==> config.mk <==
export PLATFORM = sky130hd
export DESIGN_NAME = pipelined_left_shifter
export DESIGN_NICKNAME = d
export VERILOG_FILES = /design/src/rtl/pipelined_left_shifter_pkg.sv /design/src/rtl/pipelined_left_shifter_stage.sv /design/src/rtl/pipelined_left_shifter.sv
export SDC_FILE = /design/constraint.sdc
export NUM_CORES = 1
export LEC_CHECK = 0
export CAP_MARGIN = 20
export CORE_MARGIN = 2
export CORE_UTILIZATION = 56
export DETAILED_ROUTE_END_ITERATION = 8
export GPL_TIMING_DRIVEN = 0
export MAX_ROUTING_LAYER = met4
export PLACE_DENSITY = 0.83
export SYNTH_ARGS = -nofsm -noshare
export SYNTH_HDL_FRONTEND = slang
export SYNTH_SLANG_ARGS = --single-unit
export TNS_END_PERCENT = 100
==> constraint.sdc <==
create_clock -name CLK -period 3.3 [get_ports CLK]
set_clock_uncertainty 0.15 [all_clocks]
set_input_delay 0.99 -clock CLK [delete_from_list [all_inputs] [get_ports CLK]]
set_output_delay 0.99 -clock CLK [all_outputs]
set_load 0.03 [all_outputs]
==> src/rtl/pipelined_left_shifter_pkg.sv <==
// Shared constants and helpers for the pipelined left shifter.
// No ports: provides the shift-amount width function and stage count.
package pipelined_left_shifter_pkg;

    localparam int unsigned LSH_DEF_WIDTH = 32;

    function automatic int unsigned shamt_width(input int unsigned width);
        return $clog2(width);
    endfunction

    localparam int unsigned LSH_DEF_STAGES = shamt_width(LSH_DEF_WIDTH);

endpackage

==> src/rtl/pipelined_left_shifter_stage.sv <==
// One pipeline stage of the left shifter: conditional fixed shift by 2^N.
// Ports: clk_i/rst_i, next_load_i (downstream load), in_* from the previous
// stage, load_o (this stage loads), valid_o/data_o/shamt_o registered outputs.
// Build option LSHIFT_ROTATE_EN: rotate instead of zero-fill shift.
module left_shift_stage
    import pipelined_left_shifter_pkg::*;
#(
    parameter int unsigned DATA_WIDTH = LSH_DEF_WIDTH,
    parameter int unsigned N          = 0,
    parameter int unsigned SW         = shamt_width(DATA_WIDTH)
) (
    input  logic                  clk_i,
    input  logic                  rst_i,
    input  logic                  next_load_i,
    input  logic                  in_valid_i,
    input  logic [DATA_WIDTH-1:0] in_data_i,
    input  logic [SW-1:0]         in_shamt_i,
    output logic                  load_o,
    output logic                  valid_o,
    output logic [DATA_WIDTH-1:0] data_o,
    output logic [SW-1:0]         shamt_o
);

    localparam int unsigned DIST = 1 << N;

    logic                  valid_q, valid_d;
    logic [DATA_WIDTH-1:0] data_q, data_d;
    logic [SW-1:0]         shamt_q, shamt_d;
    logic [DATA_WIDTH-1:0] moved;
    logic [DATA_WIDTH-1:0] shifted;

`ifdef LSHIFT_ROTATE_EN
    assign moved = (in_data_i << DIST)
                 | (in_data_i >> (DATA_WIDTH - DIST));
`else
    assign moved = in_data_i << DIST;
`endif

    // Bit 0 of the incoming shamt always belongs to this stage; the
    // remaining bits travel shifted down so the next stage sees its bit at 0.
    assign shifted = in_shamt_i[0] ? moved : in_data_i;

    assign load_o = ~valid_q | next_load_i;

    always_comb begin
        valid_d = valid_q;
        data_d  = data_q;
        shamt_d = shamt_q;
        if (load_o) begin
            valid_d = in_valid_i;
            data_d  = shifted;
            shamt_d = in_shamt_i >> 1;
        end
    end

    always_ff @(posedge clk_i) begin
        if (rst_i) begin
            valid_q <= 1'b0;
        end else begin
            valid_q <= valid_d;
        end
    end

    // Payload is not reset; it is qualified by valid.
    always_ff @(posedge clk_i) begin
        data_q  <= data_d;
        shamt_q <= shamt_d;
    end

    assign valid_o = valid_q;
    assign data_o  = data_q;
    assign shamt_o = shamt_q;

endmodule

==> src/rtl/pipelined_left_shifter.sv <==
// Pipelined logical left barrel shifter with valid/ready on both sides.
// Ports: CLK, RST (sync, active high), IVALID/IREADY/IDATA/ISHAMT input side,
// OVALID/OREADY/ODATA output side, BUSY = any stage valid.
// Build option LSHIFT_ROTATE_EN: every stage rotates instead of shifting.
module pipelined_left_shifter
    import pipelined_left_shifter_pkg::*;
#(
    parameter int unsigned DATA_WIDTH  = LSH_DEF_WIDTH,
    parameter int unsigned SHAMT_WIDTH = shamt_width(DATA_WIDTH)
) (
    input  logic                   CLK,
    input  logic                   RST,
    input  logic                   IVALID,
    output logic                   IREADY,
    input  logic [DATA_WIDTH-1:0]  IDATA,
    input  logic [SHAMT_WIDTH-1:0] ISHAMT,
    output logic                   OVALID,
    input  logic                   OREADY,
    output logic [DATA_WIDTH-1:0]  ODATA,
    output logic                   BUSY
);

    localparam int unsigned SW = SHAMT_WIDTH;

    logic [DATA_WIDTH-1:0] data_c  [SW+1];
    logic [SW-1:0]         shamt_c [SW+1];
    logic [SW-1:0]         valid_s;
    logic [SW:0]           valid_in;
    logic [SW-1:0]         load_s;
    logic [SW-1:0]         next_load;
    logic                  unused_sig;

    assign data_c[0]  = IDATA;
    assign shamt_c[0] = ISHAMT;
    assign valid_in   = {valid_s, IVALID};

    // Downstream load for stage k is stage k+1's load, flattened from the
    // valid bits so the ready chain has no self-referencing net.
    always_comb begin
        logic full;
        full      = 1'b1;
        next_load = '0;
        for (int k = SW - 1; k >= 0; k--) begin
            next_load[k] = OREADY | ~full;
            full         = full & valid_s[k];
        end
    end

    for (genvar k = 0; k < SW; k++) begin : g_stage
        left_shift_stage #(
            .DATA_WIDTH (DATA_WIDTH),
            .N          (k),
            .SW         (SW)
        ) u_stage (
            .clk_i       (CLK),
            .rst_i       (RST),
            .next_load_i (next_load[k]),
            .in_valid_i  (valid_in[k]),
            .in_data_i   (data_c[k]),
            .in_shamt_i  (shamt_c[k]),
            .load_o      (load_s[k]),
            .valid_o     (valid_s[k]),
            .data_o      (data_c[k+1]),
            .shamt_o     (shamt_c[k+1])
        );
    end

    // Held high during reset so the source sees a clean ready on release.
    assign IREADY = load_s[0] | RST;
    assign OVALID = valid_s[SW-1];
    assign ODATA  = data_c[SW];
    assign BUSY   = |valid_s;

    assign unused_sig = ^{load_s, shamt_c[SW]};

endmodule
==> results of run 1 <==
layout make-up:
type / count / area share [%]
repair buffers: 80 / 9.16
flip-flops and latches: 175 / 58.2
inverters: 5 / 0.350
clock buffers: 17 / 4.76
well taps: 172 / 2.41
multi-input cells: 176 / 19.7
plain buffers: 50 / 3.88
repair inverters: 1 / 0.0979
clock inverters: 15 / 1.41
registers in the layout, summed over array words and instances, names as in the netlist:
name,cells
g_stage.u_stage.data_o,160
g_stage.u_stage.shamt_o,10
g_stage.u_stage.valid_o,5
power by group:
part | internal [mW] | total [mW] | switching [mW]
clock | 0.983 | 1.83 | 0.850
combinational | 0.345 | 0.581 | 0.236
sequential | 2.69 | 2.78 | 0.0874
cell usage after synthesis:
cell type	count	area, um^2
inv_2	1	3.75
buf_4	39	293
o32ai_1	1	8.76
nand3_1	2	10.0
inv_1	4	15.0
or3_1	1	6.26
and3_1	1	6.26
a21oi_1	3	15.0
edfxtp_1	170	5100
nand4b_1	1	8.76
dfxtp_1	5	100
nand2b_1	1	6.26
buf_2	7	35.0
clkbuf_1	1	3.75
nor4_1	1	6.26
o31ai_1	1	7.51
nor2b_1	31	194
mux2_1	6	67.6
and2b_1	1	7.51
mux2_2	123	1390
nand2_1	2	7.51
clkbuf_2	3	15.0
nand3b_1	1	7.51
cells by family after synthesis:
| family | count (synthesis) | synth area share (%) |
|---|---|---|
| and+or+nand+nor | 42 | 3.56 |
| muxes | 129 | 19.9 |
| buffers and inverters | 55 | 4.99 |
| DFF | 175 | 71.2 |
| AOI/OAI and AO/OA | 5 | 0.428 |
timing repair:
action                                  CTS  global route
gates resized for setup                  17             0
setup buffers                             3             0
hold buffers                              0             0
endpoints found under the setup margin    1             0
routing by layer:
metal | track usage [%] | part of all wire (%) | vias to the layer above | wire (um)
met5 | - | 0 | - | 0
li1 | - | - | 1706 | -
met2 | 27.1 | 51 | 104 | 5270
met3 | 4.97 | 5.7 | 27 | 585
met1 | 17.8 | 40 | 1589 | 4100
met4 | 8.58 | 3.2 | 0 | 331
layout by cell type, fill, tap and decap left out, drive strengths merged, types with 3 or more instances in the layout:
cell type	Yosys	routed
clkinv	0	4
mux2	129	129
inv	5	13
clkdlybuf4s50	0	71
dfxtp	5	5
edfxtp	170	170
clkinvlp	0	4
clkbuf	4	21
a21oi	3	3
buf	46	53
nor2b	31	31
metrics by stage:
| step | cells | total power [mW] | utilization (%) | worst slack [ns] | cell area [um^2] |
|---|---|---|---|---|---|
| global route | 691 | 5.39 | 70.6 | 0.0119 | 8940 |
| CTS | 691 | 5.24 | 70.6 | 0.0572 | 8940 |
| finish | 691 | 5.20 | 70.6 | 0.0330 | 8940 |
| global placement | 652 | 3.39 | 65.3 | -0.893 | 8270 |
| detailed placement | 655 | 3.40 | 65.8 | -1.02 | 8330 |
| floorplan | 406 | 3.19 | - | 0.160 | 7310 |
worst max path at each step:
| stage | startpoint | endpoint | slack, ns | cells after the start |
|---|---|---|---|---|
| 2_1_floorplan | OREADY | IREADY | 0.16 | 3 |
| 3_3_place_gp | OREADY | IREADY | -0.89 | 5 |
| 3_5_place_dp | OREADY | IREADY | -1.02 | 5 |
| 4_1_cts | OREADY | IREADY | 0.06 | 5 |
| 5_1_grt | OREADY | IREADY | 0.01 | 5 |
| 6_report | OREADY | IREADY | 0.03 | 5 |
worst reg2reg max path, stage by stage (launching register included):
cell and delay, ns:
dfxtp_1 0.42, and2b_4 0.24, buf_4 0.16, buf_4 0.13
nand3_2 0.63
==> results, run 1 <==
- The via density per instance is 4.96.
- The maximum number of pins on one net before global-route repair is 37.
- The flow ran to the end, and the final reports show no timing, DRC or antenna violations.
- The floorplan step set the die height to 118 um.
- The highest fanout seen on the critical path is 3.
- Data arrives at the worst endpoint at 2.13 ns.
- The number of hold violations in the final report is 0.
- At the pin with the least slew margin, the transition time is 0.835 ns.
- The number of different library cells in the post-synthesis netlist is 23.
- Of the cells placed in the final design, the portion with a size suffix greater than 1 is 41.6%.
- The die covers 0.0140 mm^2.
- The critical path goes through dlygate4sd2_1, and2b_4, inv_12, or3_4, buf_6.
- The worst setup path is launched from a primary input.
- For hold timing, the worst endpoint is g_stage[3].u_stage.shamt_o[0].
- The worst hold path cell count is 0.
- The final antenna diode count is 0.
- The first-iteration detailed-routing DRC count is 235.
- The data required time of the worst path is 2.16 ns.
- The via count of the first global-routing pass was 3411.
- The total congestion overflow is 0.
- The number of fillers in the final layout is 803.
- For this design, the slowest cell found on the critical path is or3_4.
- The endpoint identified for the worst register-to-register timing path is g_stage[0].u_stage.shamt_o[0].
- Of the available clock period, the critical path in the final layout requires 99.0%.
- The maximum clock rate is 306 MHz.
- The setup check on the worst reg-to-reg path leaves a slack of 1.04 ns.
- The Yosys step of the flow raised 0 warnings.
- The total count of max-transition violations in the final report is 0.
- The growth of design area from synthesis to finish is 22.3%.
- The cell count after synthesis came out at 406.
- Grouping stages by cell kind, the critical path spends the most delay in simple AND/OR/NAND/NOR gates.
- The area occupied by multi-input gates is 0.00176 mm^2.
- Setup violations remaining at the end of the flow were counted as 0.
- The mapped netlist covers 0.00731 mm^2.
- Dividing the detail-routed wire length by the instance count gives 14.9 um.
- The number of antenna violations at the first check in global routing is 0.
- 76 I/O pins were placed.
- Setup repair after global routing left no endpoint under its margin.
- The launch instance of the worst register-to-register path is g_stage[4].u_stage.valid_o.
- For this design, the sink count on the clock tree is 175.
- The max-slew headroom at the worst pin is 44.0%.
- The proportion of synthesized chip area in sequential cells is 71.2%.
- The first global-routing pass estimated 17000 um of wire.
- Counting the buffers created by CTS gives 17.
- Hold is met by 0.270 ns.
- The count of buffers added on input and output ports is 74.
- The later pin in the worst-skew pair is clocked with a latency of 0.42 ns.
- Synthesis inferred 175 register bits.
- The path type of the worst min-delay path is register to register.
- The tree is rooted in a clkbuf_16.
- Max-cap violations in this run came to 0.
- In this design, the stage delay of the slowest critical-path cell is 0.39 ns.
- The net total in the final layout is 547.
- The analysis attributes to cell leakage a power of 3.36 nW.
- CTS built an H-tree with a depth of 4.
- In the final timing run, aggregate negative setup slack is 0 ns.
- The deepest clock path buffer count is 2.
- The final critical delay including setup and external delays is 3.27 ns.
- The antenna violation net count after detailed routing is 0.
- The first-pass iteration count of the detailed router is 4.
- For this run, the total global-route usage over all layers was measured as 16.4%.
- In this run the core area contains 41 standard-cell rows.
- TritonCTS built the clock tree.
- The average cell area after synthesis is 18.0 um^2.
- Together, buffers and inverters on the worst path number 3.
- Clock-pin slew was measured on the worst setup and hold paths at 0.06 ns.
- The area occupied by registers is 0.00520 mm^2.
- The total number of vias is 3426.
- The core area is 0.0127 mm^2.
- The critical path is of the primary input to primary output type.
- The effective utilization at floorplan is 57.7%.
- Counting cells, the worst reg-to-reg path comes to 4.
- The worst hold path begins at g_stage[2].u_stage.shamt_o[1].
- Synthesis produced a netlist with a net count of 447.
- The peak supply drop is 361 uV.
- The total half-perimeter wirelength after legalization and detailed placement is 6890 um.
- The overall die width is 118 um.
- The element type at the critical path end is a primary output.
- Routability-driven placement finished with a final weighted congestion of 0.839.
- After detailed routing, the number of remaining DRC violations is 0.
- After detailed routing, the total wire length is 10300 um.
- Power spread over the standard cell area amounts to 581 mW/mm^2.
Power figures use the tool's default switching activity.
==> run 2: changes to the inputs <==
- CAP_MARGIN: 20 -> default
- CORE_MARGIN: 2 -> 4
- GPL_TIMING_DRIVEN: 0 -> default
==> results, run 2 (synthesis results as in run 1) <==
- The flow ran to the end, and the final reports show no timing, DRC or antenna violations.
- The first-iteration detailed-routing DRC count was 94 (-60%).
- The residual DRC count is 0 (unchanged).
- The element type at the critical path end is a primary output.
- The max-slew headroom at the worst pin was 24.3% (-20 points).
- The leakage power figure is 3.14 nW (-6.6%).
- The top cell types in the final layout, fill and taps aside, are edfxtp_1, mux2_2, clkdlybuf4s50_1.
- The via density per instance is 4.97 (+0.16%).
- The detail-routed net length per standard cell came to 14.8 um (-0.75%).
- The source-to-sink clock delay at the later pin of the worst-skew pair is 0.41 ns (about the same).
- The via count of the first global-routing pass is 3259 (-4.5%).
- The wire length of the first global-routing pass is 16000 um (-6.1%).
- The commonest non-fill, non-tap cell in the layout is edfxtp_1.
- The final antenna diode count came to 0 (unchanged).
- The total congestion overflow is 0 (unchanged).
- The clock root buffer is clkbuf_16.
- From synthesis to final layout, the design area changed by 18.0%.
- The maximum number of pins on one net before global-route repair was 37 (unchanged).
- The y dimension of the die is 122 um (+3.4%).
- The power density of the placed cells is 601 mW/mm^2 (+3.4%).
- Tracing the worst setup path back leads to its startpoint at RST.
- The deepest clock path buffer count is 2 (unchanged).
- The number of fillers in the final layout came to 874 (+8.8%).
- The final weighted congestion in routability-driven placement was 0.841 (+0.31%).
- The worst reg-to-reg path cell count is 1 (-3).
- The slew at the pin with the worst max-slew slack is 1.14 ns (+0.301 ns).
- The boundary pin count is 76 (unchanged).
- The standard cell area after detailed placement came to 0.00803 mm^2 (-3.7%).
- The number of placement rows is 41 (unchanged).
- The cell area after layout came to 0.00863 mm^2 (-3.5%).
- The core area was 0.0127 mm^2 (+0.40%).
- The endpoint of the worst setup timing path is IREADY.
- The data required time of the worst path is 2.16 ns (about the same).
- The cell with the biggest individual delay on the critical path is clkdlybuf4s50_1.
- The number of sinks handled by clock tree synthesis is 175 (unchanged).
- The total number of vias came to 3218 (-6.1%).
- The startpoint identified for the worst hold timing path is g_stage[1].u_stage.shamt_o[1].
- The clock-pin slew reported for the worst setup and hold paths after clock tree synthesis came to 0.06 ns (about the same).
- TritonCTS built the clock tree.
- The final count of negative-setup-slack endpoints was 0 (unchanged).
- The worst setup path category is primary input to primary output.
- The net total in the final layout is 504 (-7.9%).
- The fraction of layout instances using a drive strength above 1 is 35.3% (-6.3 points).
- The delay of the slowest cell on the worst path is 0.43 ns (+0.04 ns).
- The startpoint identified for the worst register-to-register timing path is g_stage[0].u_stage.shamt_o[0].
- The effective utilization at floorplan is 57.5% (-0.23 points).
- The detailed-route wire length is 9580 um (-6.9%).
- The overall die width is 122 um (+3.4%).
- Walking the worst path, the cells encountered are clkdlybuf4s50_1, nand2b_4, or3_1, buf_6.
- The depth of the CTS H-tree is 4 (unchanged).
- The first-pass iteration count of the detailed router is 4 (unchanged).
- The number of buffers inserted by port buffering was 75 (+1.4%).
- The hold buffer count at CTS is 0 (unchanged).
- The total half-perimeter wirelength after legalization and detailed placement is 6400 um (-7.1%).
- The maximum clock rate is 307 MHz (+0.41%).
- The fraction of the cycle the final worst path needs came to 98.6% (-0.41 points).
- The antenna violation net count after detailed routing is 0 (unchanged).
- The overall fraction of global-route tracks in use is 14.4% (-1.9 points).
- The highest fanout seen on the critical path came to 3 (unchanged).
- The flip-flop count of the largest register, all copies and words added is 160 (unchanged).
- The number of maximum-capacitance violations is 0 (unchanged).
- The number of antenna violations at the first check in global routing is 0 (unchanged).
- The path type of the worst min-delay path is register to register.
- The worst hold slack is 0.269 ns (-0.000727 ns).
- The TritonCTS buffer count is 17 (unchanged).
- The data arrival time of the critical path is 2.11 ns (-0.02 ns).
- The endpoint of the lowest-slack register-to-register path is g_stage[1].u_stage.data_o[10].
- The reg-to-reg setup timing slack is 1.33 ns (+0.29 ns).
- The final critical delay including setup and external delays is 3.25 ns (-0.0135 ns).
- The peak supply drop was 422 uV (+17%).
- The kind of launch point of the worst setup path is a primary input.
- The number of hold violations in the final report is 0 (unchanged).
- The total count of max-transition violations in the final report was 0 (unchanged).
- The overall die area was 0.0150 mm^2 (+6.9%).
## run 2: cell types whose count changed in the layout (fill, tap and decap cells not counted), sizes merged
cell	before	now
clkinvlp	4	8
dlygate4sd2	2	0
clkbuf	21	18
bufinv	0	2
buf	53	14
dlymetal6s2s	0	1
inv	13	5
clkdlybuf4s50	71	73
## run 2: through the flow
| stage | power, mW | TNS (ns) | setup slack, ns | util, % | std cells |
|---|---|---|---|---|---|
| 2_1_floorplan | 3.19 | 0 | 0.160 | - | 406 |
| 3_3_place_gp | 3.32 | -0.0268 | -0.0268 | 63.1 | 614 |
| 3_5_place_dp | 3.33 | -0.0671 | -0.0671 | 63.1 | 614 |
| 4_1_cts | 5.24 | 0 | 0.00199 | 67.7 | 647 |
| 5_1_grt | 5.38 | -0.000752 | -0.000752 | 67.8 | 648 |
| 6_report | 5.19 | 0 | 0.0464 | 67.8 | 648 |
## run 2: report_power, final
group	switching, mW	total, mW	internal, mW
logic	0.203	0.493	0.290
clock network	0.785	1.89	1.11
registers	0.103	2.80	2.70
## run 2: repair_timing
item                       CTS  global route
gates resized for setup      1             2
buffers inserted             1             1
gates cloned                 0             0
setup endpoints to repair    1             1
pin swaps                    1             0
## run 2: worst max-delay path, delay by kind of cell
family                 cells  cell delay [ns]
buffers and inverters      2             0.58
and+or+nand+nor            2             0.55
## run 2: metal layers
metal / global-route usage [%] / vias up / wire length (um)
met5: - / - / 0
met4: 5.46 / 0 / 195
met3: 4.19 / 19 / 416
met2: 23.2 / 84 / 4790
met1: 17.5 / 1497 / 4180
li1: - / 1618 / -
## run 2: area by class of cell
cell class	instances	area (um^2)	area share [%]
Sequential cell	175	5200	60.3
Tap cell	172	215	2.49
Clock buffer	18	429	4.97
Multi-Input combinational cell	176	1750	20.3
Clock inverter	14	145	1.68
Timing Repair Buffer	88	865	10.0
Inverter	5	18.8	0.217
## run 2: how the worst min path moves through the flow
stage / end / slack [ns] / cells past startpoint
final: g_stage[2].u_stage.shamt_o[0] / 0.27 / 0
after floorplan: g_stage[1].u_stage.shamt_o[0] / 0.25 / 0
after global routing: g_stage[2].u_stage.shamt_o[0] / 0.28 / 0
after global placement: g_stage[2].u_stage.shamt_o[0] / 0.25 / 0
after detailed placement: g_stage[1].u_stage.shamt_o[0] / 0.26 / 0
after CTS: g_stage[2].u_stage.shamt_o[0] / 0.27 / 0
